`config.mk`:
```
export PLATFORM = sky130hd
export DESIGN_NAME = gunfight_audio
export DESIGN_NICKNAME = d
export VERILOG_FILES = /design/src/rtl/gunfight_audio_pkg.sv /design/src/rtl/gunfight_shot_voice.sv /design/src/rtl/gunfight_audio.sv
export SDC_FILE = /design/constraint.sdc
export NUM_CORES = 1
export LEC_CHECK = 0
export BUFFER_PORTS_ARGS = -buffer_cell sky130_fd_sc_hd__buf_2
export CAP_MARGIN = 20
export CORE_UTILIZATION = 67
export DETAILED_ROUTE_END_ITERATION = 7
export MAX_ROUTING_LAYER = met4
export PLACE_DENSITY = 0.86
export REMOVE_ABC_BUFFERS = 1
export SETUP_SLACK_MARGIN = 0.1
export SYNTH_ARGS = -nofsm -noshare
export SYNTH_HDL_FRONTEND = slang
export SYNTH_SLANG_ARGS = --single-unit
```
`constraint.sdc`:
```
create_clock -name clk_sys -period 7 [get_ports clk_sys]
set_input_delay 0.7 -clock clk_sys [delete_from_list [all_inputs] [get_ports clk_sys]]
set_output_delay 0.7 -clock clk_sys [all_outputs]
set_load 0.02 [all_outputs]
```
`src/rtl/gunfight_audio_pkg.sv`:
```
`default_nettype none
// ============================================================================
// Module   : gunfight_audio_pkg
// Purpose  : Shared types and constants for the Gun Fight sound generator.
// Revision : 1.0 - initial release
// ============================================================================
package gunfight_audio_pkg;

  typedef enum logic [1:0] {
    IDLE   = 2'd0,
    ATTACK = 2'd1,
    DECAY  = 2'd2
  } shot_state_t;

  // 17-bit Fibonacci LFSR, taps 17 and 14 (zero-based bit indices 16 and 13)
  localparam logic [16:0] LFSR_SEED  = 17'h1_FFFF;
  localparam int          LFSR_TAP_A = 16;
  localparam int          LFSR_TAP_B = 13;

  localparam int SC3_SHOT_L = 0;
  localparam int SC3_SHOT_R = 1;
  localparam int SC3_HIT_L  = 2;
  localparam int SC3_HIT_R  = 3;
  localparam int SC5_ENABLE = 5;

  localparam logic [7:0] HIT_AMP = 8'h60;

  function automatic logic [7:0] sat8(input logic [8:0] v);
    return v[8] ? 8'hFF : v[7:0];
  endfunction

endpackage
`default_nettype wire

```
`src/rtl/gunfight_shot_voice.sv`:
```
`default_nettype none
// ============================================================================
// Module   : gunfight_shot_voice
// Purpose  : Noise-burst gunshot voice with a fast exponential decay envelope.
// Revision : 1.0 - initial release
// ============================================================================
module gunfight_shot_voice
  import gunfight_audio_pkg::*;
#(
  parameter int DECAY_SHIFT = 4
) (
  input  logic       clk,
  input  logic       rst,
  input  logic       i_tick,
  input  logic       i_trig,
  input  logic       i_noise,
  output logic [7:0] o_sample
);

  shot_state_t r_state;
  shot_state_t w_state_nxt;
  logic [7:0]  r_env;
  logic [7:0]  w_env_nxt;
  logic [7:0]  w_keep;

  always_ff @(posedge clk or posedge rst) begin
    if (rst) begin
      r_state <= IDLE;
      r_env   <= 8'h00;
    end else begin
      r_state <= w_state_nxt;
      r_env   <= w_env_nxt;
    end
  end

  always_comb begin
    w_state_nxt = r_state;
    w_env_nxt   = r_env;
    w_keep      = r_env - (r_env >> DECAY_SHIFT);
    if (i_tick) begin
      case (r_state)
        IDLE: begin
          if (i_trig) w_state_nxt = ATTACK;
        end
        ATTACK: begin
          w_env_nxt   = 8'hFF;
          w_state_nxt = DECAY;
        end
        DECAY: begin
          if (i_trig) begin
            w_state_nxt = ATTACK;
          end else if (w_keep <= 8'd1) begin
            // the -1 would hit or cross zero: burst is over
            w_env_nxt   = 8'h00;
            w_state_nxt = IDLE;
          end else begin
            w_env_nxt = w_keep - 8'd1;
          end
        end
        default: begin
          w_env_nxt   = 8'h00;
          w_state_nxt = IDLE;
        end
      endcase
    end
  end

  assign o_sample = i_noise ? r_env : 8'h00;

endmodule
`default_nettype wire

```
`src/rtl/gunfight_audio.sv`:
```
`default_nettype none
// ============================================================================
// Module   : gunfight_audio
// Purpose  : Gun Fight stereo sound generator (gunshot noise bursts, hit tones).
// Revision : 1.0 - initial release
// ============================================================================
module gunfight_audio
  import gunfight_audio_pkg::*;
#(
  parameter int SAMPLE_DIV  = 250,
  parameter int DECAY_SHIFT = 4,
  parameter int HIT_HALF    = 50,
  parameter int HIT_TICKS   = 8000
) (
  input  logic       clk_sys,
  input  logic       reset,
  input  logic [5:0] sound_ctrl3,
  input  logic [5:0] sound_ctrl5,
  output logic [7:0] audio_l,
  output logic [7:0] audio_r
);

  localparam int                DIV_W      = $clog2(SAMPLE_DIV);
  localparam int                PH_W       = $clog2(HIT_HALF);
  localparam logic [DIV_W-1:0]  c_div_last = DIV_W'(SAMPLE_DIV - 1);
  localparam logic [PH_W-1:0]   c_ph_last  = PH_W'(HIT_HALF - 1);
  localparam logic [13:0]       c_hit_load = 14'(HIT_TICKS - 1);

  logic [DIV_W-1:0] r_div_cnt;
  logic             w_tick;
  logic             r_tick_d;
  logic [16:0]      r_lfsr;
  logic [3:0]       r_sc3;
  logic [3:0]       r_sc3_prev;
  logic             r_enable;
  logic [3:0]       r_pend;
  logic [3:0]       w_rise;
  logic [3:0]       w_trig;
  logic [7:0]       w_out [2];
  logic             w_unused;

  assign w_unused = ^{sound_ctrl3[5:4], sound_ctrl5[4:0]};
  assign w_tick   = (r_div_cnt == c_div_last);
  assign w_rise   = r_sc3 & ~r_sc3_prev;
  // an edge arriving in the tick cycle is consumed by that same tick
  assign w_trig   = r_pend | w_rise;

  always_ff @(posedge clk_sys or posedge reset) begin
    if (reset) begin
      r_div_cnt  <= '0;
      r_tick_d   <= 1'b0;
      r_lfsr     <= LFSR_SEED;
      r_sc3      <= 4'h0;
      r_sc3_prev <= 4'h0;
      r_enable   <= 1'b0;
      r_pend     <= 4'h0;
    end else begin
      r_div_cnt  <= w_tick ? '0 : r_div_cnt + DIV_W'(1);
      r_tick_d   <= w_tick;
      r_sc3      <= sound_ctrl3[3:0];
      r_sc3_prev <= r_sc3;
      r_enable   <= sound_ctrl5[SC5_ENABLE];
      r_pend     <= w_tick ? 4'h0 : (r_pend | w_rise);
      if (w_tick) r_lfsr <= {r_lfsr[15:0], r_lfsr[LFSR_TAP_A] ^ r_lfsr[LFSR_TAP_B]};
    end
  end

  for (genvar s = 0; s < 2; s++) begin : g_side
    logic [7:0]      w_shot;
    logic [7:0]      w_hit;
    logic            w_hit_on;
    logic [13:0]     r_hit_cnt;
    logic [PH_W-1:0] r_hit_ph;
    logic            r_hit_sq;
    logic [7:0]      r_audio;

    gunfight_shot_voice #(
      .DECAY_SHIFT (DECAY_SHIFT)
    ) u_shot (
      .clk      (clk_sys),
      .rst      (reset),
      .i_tick   (w_tick),
      .i_trig   (w_trig[SC3_SHOT_L + s]),
      .i_noise  (r_lfsr[0]),
      .o_sample (w_shot)
    );

    assign w_hit_on = (r_hit_cnt != 14'd0);

    // phase only restarts from silence; a retrigger just extends the tone
    always_ff @(posedge clk_sys or posedge reset) begin
      if (reset) begin
        r_hit_cnt <= 14'd0;
        r_hit_ph  <= '0;
        r_hit_sq  <= 1'b0;
      end else if (w_tick && (w_trig[SC3_HIT_L + s] || w_hit_on)) begin
        r_hit_cnt <= w_trig[SC3_HIT_L + s] ? c_hit_load : r_hit_cnt - 14'd1;
        if (!w_hit_on) begin
          r_hit_ph <= '0;
          r_hit_sq <= 1'b1;
        end else if (r_hit_ph == c_ph_last) begin
          r_hit_ph <= '0;
          r_hit_sq <= ~r_hit_sq;
        end else begin
          r_hit_ph <= r_hit_ph + PH_W'(1);
        end
      end
    end

    assign w_hit = (w_hit_on && r_hit_sq) ? HIT_AMP : 8'h00;

    always_ff @(posedge clk_sys or posedge reset) begin
      if (reset) begin
        r_audio <= 8'h00;
      end else if (r_tick_d) begin
        r_audio <= r_enable ? sat8({1'b0, w_shot} + {1'b0, w_hit}) : 8'h00;
      end
    end

    assign w_out[s] = r_audio;
  end

  assign audio_l = w_out[0];
  assign audio_r = w_out[1];

endmodule
`default_nettype wire

```
Yosys cells after proc, flatten, opt, wreduce, memory -nomap -nowiden
Index checks and enable logic that the tools add are counted.
{"block": "op_classes", "eq_ne": 15, "magnitude_cmp": 2, "add_sub_neg": 11, "n_reduce_logical": 16, "bitwise": 8, "n_mux": 34}
{"operator": "8-bit 2-to-1 mux", "n": 11}
{"operator": "8-bit case mux with 3 select lines", "n": 2}
{"operator": "14-bit 2-to-1 mux", "n": 2}
{"operator": "14-bit nonzero test", "n": 2}
{"operator": "14-bit by 1-bit subtractor with 14-bit output (second input constant)", "n": 2}
{"operator": "6-bit 2-to-1 mux", "n": 4}
{"operator": "8-bit by 7-bit adder with 9-bit output", "n": 2}
{"operator": "8-bit by 1-bit less-or-equal comparator with 1-bit output (second input constant)", "n": 2}
{"operator": "8-bit by 1-bit subtractor with 8-bit output (second input constant)", "n": 2}
{"operator": "8-bit by 4-bit subtractor with 8-bit output", "n": 2}
{"operator": "7-bit 2-to-1 mux", "n": 2}
{"operator": "6-bit by 1-bit adder with 6-bit output (second input constant)", "n": 2}
{"operator": "6-bit equality test (second input constant)", "n": 2}
{"operator": "2-bit 2-to-1 mux", "n": 6}
{"operator": "2-bit case mux with 3 select lines", "n": 2}
{"operator": "3-bit AND reduction", "n": 4}
{"operator": "8-bit by 1-bit adder with 8-bit output (second input constant)", "n": 1}
{"operator": "8-bit equality test (second input constant)", "n": 1}
{"operator": "2-bit != test (second input constant)", "n": 4}
{"operator": "3-bit by 2-bit != test with 1-bit output (second input constant)", "n": 2}
{"operator": "4-bit AND", "n": 1}
{"operator": "2-bit by 1-bit equality test with 1-bit output (second input constant)", "n": 2}
{"operator": "2-bit equality test (second input constant)", "n": 2}
{"operator": "1-bit logical AND", "n": 4}
{"operator": "10 further kinds", "n": 20}
{"block": "totals", "inputBits": 14, "elab_cells": 105, "ff_bits": 117, "out_inout_bits": 16}

Logic depth before layout (Yosys ltp)
{"block": "logic_depth", "depth_word": 6, "ltp_mapped": 14, "ltp_nobuf": 13}

Modules after synthesis
Synthesis repeated with hierarchy kept, for this count alone.
{"block": "hier_totals", "hier_cells": 718, "hier_area_um2": 6857.8}
{"mod": "gunfight_audio", "instances": 1, "area_per_inst_um2": 4695.8, "seq_area_each_um2": 2448.6, "cells_each": 484}
{"mod": "gunfight_shot_voice", "instances": 2, "area_per_inst_um2": 1081.0, "seq_area_each_um2": 250.2, "cells_each": 117}

Worst setup path after synthesis
OpenSTA, ideal clock, no wires.
{"block": "synth_timing", "path_type": "register to register", "start": "reg g_side[1].r_hit_cnt[7]", "end": "reg g_side[1].r_audio[7] (netlist: audio_r[7])", "setup_time_ns": 0.134, "slack_ns": 4.057, "period_less_slack_ns": 2.943, "arrival_ns": 2.808, "required_ns": 6.866, "path_stages_with_launch": 13, "path_buffers": 1, "cell_sequence": "dfrtp_1 -> or4_4 -> or3_4 -> or3_1 -> buf_6 -> nand2_1 -> inv_1 -> ha_1 -> a21oi_1 -> nor3b_1 -> a21oi_1 -> nand3_1 -> o21ai_0"}
{"block": "synth_via", "elab_chain_len": 6}
{"item": "from (decl)", "line": "gunfight_audio.sv:72", "source": "logic [13:0] r_hit_cnt;"}
{"item": "from (signal assigned)", "line": "gunfight_audio.sv:97", "source": "r_hit_cnt <= w_trig[SC3_HIT_L + s] ? c_hit_load : r_hit_cnt - 14'd1;"}
{"item": "14-bit nonzero test", "line": "gunfight_audio.sv:88", "source": "assign w_hit_on = (r_hit_cnt != 14'd0);"}
{"item": "1-bit logical AND", "line": "gunfight_audio.sv:110", "source": "assign w_hit = (w_hit_on && r_hit_sq) ? HIT_AMP : 8'h00;"}
{"item": "7-bit 2-to-1 mux", "line": "gunfight_audio.sv:110"}
{"item": "8-bit by 7-bit adder with 9-bit output", "line": "gunfight_audio.sv:116", "source": "r_audio <= r_enable ? sat8({1'b0, w_shot} + {1'b0, w_hit}) : 8'h00;"}
{"item": "8-bit 2-to-1 mux", "line": "gunfight_audio_pkg.sv:29", "source": "return v[8] ? 8'hFF : v[7:0];"}
{"item": "8-bit 2-to-1 mux", "line": "gunfight_audio.sv:116"}
{"item": "to (signal assigned)", "line": "gunfight_audio.sv:116"}
{"item": "to (decl)", "line": "gunfight_audio.sv:75", "source": "logic [7:0] r_audio;"}
Every way passes these cells.
A chain may end at the register's enable or synchronous reset.

Final worst setup path
Same ends and word-level chain as after synthesis.

==> run metrics <==
fin crit share between 40% and 50%; area grow syn2layout 12.6%; Max FO, Critical Path 8; Setup Fix Bufs, Post-CTS 0; Worst EP required around 7.4 ns; initial antenna violation count 0; # rows 35; GP Congestion ~0.9; # DRC 0; DR vias/cell between 6 and 7; CP cell instances or4_4 -> or3_4 -> or3_1 -> nand2_1 -> inv_1 -> ha_1 -> a21oi_1 -> nor3b_1 -> a21oi_1 -> nand3_1 -> o21ai_0; RSZ-0062 raised after global routing false; CTS tree built; Core Area 9280 um2; Die H ~100 um; # hold bufs at CTS 0; VDD IR max approximately 0.00025 V; Worst Tran Pin Value between 1 and 1.5 ns; Die ar. between 10,000 and 15,000 um2; clk buf depth 2; Async S/R FF share, synth 100%; Setup WS pre-CTS about 3.6 ns; ANT nets after route 0; Util after Layout approximately four fifths; Clock Sink Count 117; P_leak roughly 3.4 nW; drt wl/cell around 16 um; Synth area leaders dfrtp_1 (39%), dfstp_2 (6.9%), ha_1 (6.6%); antenna cells 0; Clock Skew 0.00701 ns; post-CTS sizing 0; cell internal pwr between 1 and 1.5 mW; fin area approximately 7300 um2; total track usage around 30%; post-DP HPWL 8940 um; vias in the first global route around 5,200; Iter 0 DRT Violations between 200 and 300; Syn. warnings 0; CTS buffer count 17; Final Setup Violations 0; # nets final between 700 and 800; CP Capture Type flop; Max-slew headroom between 30% and 40%; Post-synth EDFFs 0; area of the multi-input gates approximately 3200 um2; Switching Fraction around a fifth; Crit path arrival time ~3.7 ns; drt pass-1 iters 5; share of the synthesized area in the top cell type 38.9%; crit start category flop; Clock Power Share 56.4%; largest net degree at the start of global routing between 70 and 80; clk_lat worst skew between 0.5 and 0.6 ns; GR Overflow Total 0; Layout Cells excl Fill 853; Psw around 0.31 mW; accumulated negative setup slack 0 ns; Post-Syn Area per Cell around 9.4 um2; combinational power share less than 1%; final-report hold violation count 0; min cycle time layout ~3.4 ns; Max stage delay on crit path roughly 0.56 ns; clock-pin slew on the worst setup and hold paths about 0.060 ns; outcome completed; Mapped Cells roughly 690; first-pass GRT wire length 23,200 um; final max-slew violation count 0; Initial Util between 60% and 70%; Die Span X 100 um; sequential power share between 40 and 50%; Yosys top cell by area dfrtp_1; ys flop type dfrtp_1; post-synthesis cell type count 72; FF+latch count, synth 117; register area a little under 3000 um2; Highest Clock Rate between 200 and 300 MHz; Hold Path Class input port to asynchronous set/reset pin; Most Frequent Cell on Critical Path a21oi_1; drt total wl roughly 14,000 um; Slowest cell on crit path or4_4; Max Cap Viol 0; total number of vias around 5,100; pwr dens roughly 220 nW/um2; I/O pins 30; Seq/Total Area, Yosys 45.8%; Cells after DPL between 800 and 900; Port Buf Inserts 22; # fillers 617; CP Class flop to flop; root buf cell clkbuf_8; htree depth 4; share of layout cells above drive strength 1 between 10% and 20%; Synth Cell Area between 6000 and 7000 um2; Placement Cell Area around 6600 um2; setup ws final 3.63 ns
[cells in the mapped netlist (8+ instances only)]
cell / count
a21o_1: 8
a21oi_1: 34
o21ai_0: 38
o22ai_1: 15
ha_1: 34
inv_1: 52
xnor2_1: 26
nor4_1: 8
clkbuf_1: 12
nor2_1: 52
dfstp_2: 17
nand3_1: 24
nor3_1: 12
xor2_1: 11
or3_1: 9
nand2_1: 101
nand2b_1: 9
dfrtp_1: 100
[path summary, 6_finish.rpt]
check / start / to / slack, ns / cells past startpoint
setup / recovery: g_side[1].r_hit_cnt[7] / audio_r[7] / 3.63 / 11
hold / removal: reset / r_sc3_prev[0] / 0.24 / 2
setup reg to reg: g_side[1].r_hit_cnt[7] / audio_r[7] / 3.63 / 11
hold reg to reg: r_sc3[1] / r_sc3_prev[1] / 0.38 / 0
max in group asynchronous: reset / g_side[1].r_hit_cnt[2] / 5.48 / 3
min in group clk_sys: sound_ctrl3[1] / r_sc3[1] / 0.29 / 1
[through the flow]
step           hold WS, ns  total power, mW
3_5_place_dp         0.369            0.709
6_report             0.237             1.60
2_1_floorplan        0.354            0.703
5_1_grt              0.267             1.64
3_3_place_gp         0.363            0.709
4_1_cts              0.244             1.61
[worst max-delay path: cells and delay by family (launching register included)]
kind | cells | cell delay [ns]
simple gates | 6 | 2.00
flops | 1 | 0.43
compound gates | 3 | 0.39
fa+ha+maj | 1 | 0.30
buf+inv | 1 | 0.11
[power by group through the flow]
stage	combinational, mW	clock [mW]	sequential, mW
finish	0.0151	0.901	0.682
CTS	0.0163	0.910	0.682
global placement	0.0158	0	0.693
floorplan	0.0103	0	0.693
global route	0.0185	0.942	0.682
detailed placement	0.0161	0	0.693
[cell families (layout without fill, tap and decap cells)]
| kind of cell | count (synthesis) | in the layout | share of synthesized area (%) |
|---|---|---|---|
| AOI/OAI and AO/OA | 150 | 150 | 15.0 |
| xor gates and xnor gates | 37 | 37 | 5.03 |
| adders and majority gates | 39 | 39 | 8.00 |
| buffers and inverters | 73 | 109 | 4.62 |
| DFF | 117 | 117 | 45.8 |
| muxes | 5 | 5 | 0.835 |
| and+or+nand+nor | 267 | 267 | 20.7 |
[metal layers]
metal  share of wire (%)  GRT usage [%]  wire length [um]  up-vias
met2                  50           49.0              6740      135
li1                    -              -                 -     2444
met1                  44           36.6              5950     2511
met4                 2.2           13.5               301        0
met3                 4.4           6.62               595       36
met5                   0              -                 0        -
[cells in the final DEF (no fill, tap or decap), types with 4 or more instances in the layout]
master	count
and2_1	4
o211ai_1	5
nand2_1	101
nand4_1	7
buf_2	23
o31ai_1	7
nand3_1	24
nor2b_1	6
xor2_1	11
fa_1	4
o22ai_1	15
bufinv_16	4
xnor2_1	26
ha_1	34
nand2b_1	9
a21o_1	8
o21ai_1	6
dfstp_2	17
and3_1	7
nor2_1	52
o21ai_0	38
o21a_1	5
nor4_1	8
a211oi_1	5
inv_1	51
nor3_1	12
a21oi_1	34
or3_1	9
dfrtp_1	100
clkbuf_16	16
clkbuf_8	4
[registers in the layout (all words and copies together), names as in the netlist]
signal,cells
r_div_cnt,8
audio_r,8
r_tick_d,1
g_side.u_shot.r_state,4
g_side.r_hit_ph,12
audio_l,8
r_enable,1
r_lfsr,17
g_side.r_hit_sq,2
g_side.u_shot.r_env,16
r_pend,4
r_sc3,4
r_sc3_prev,4
g_side.r_hit_cnt,28
[layout make-up]
type / instances / area share [%]
repair buffers: 24 / 1.69
clock inverters: 9 / 2.07
multi-input cells: 498 / 44.1
inverters: 53 / 2.85
flip-flops and latches: 117 / 40.7
clock buffers: 23 / 6.44
well taps: 129 / 2.23
Note: power is estimated with default switching activity, not from simulation.
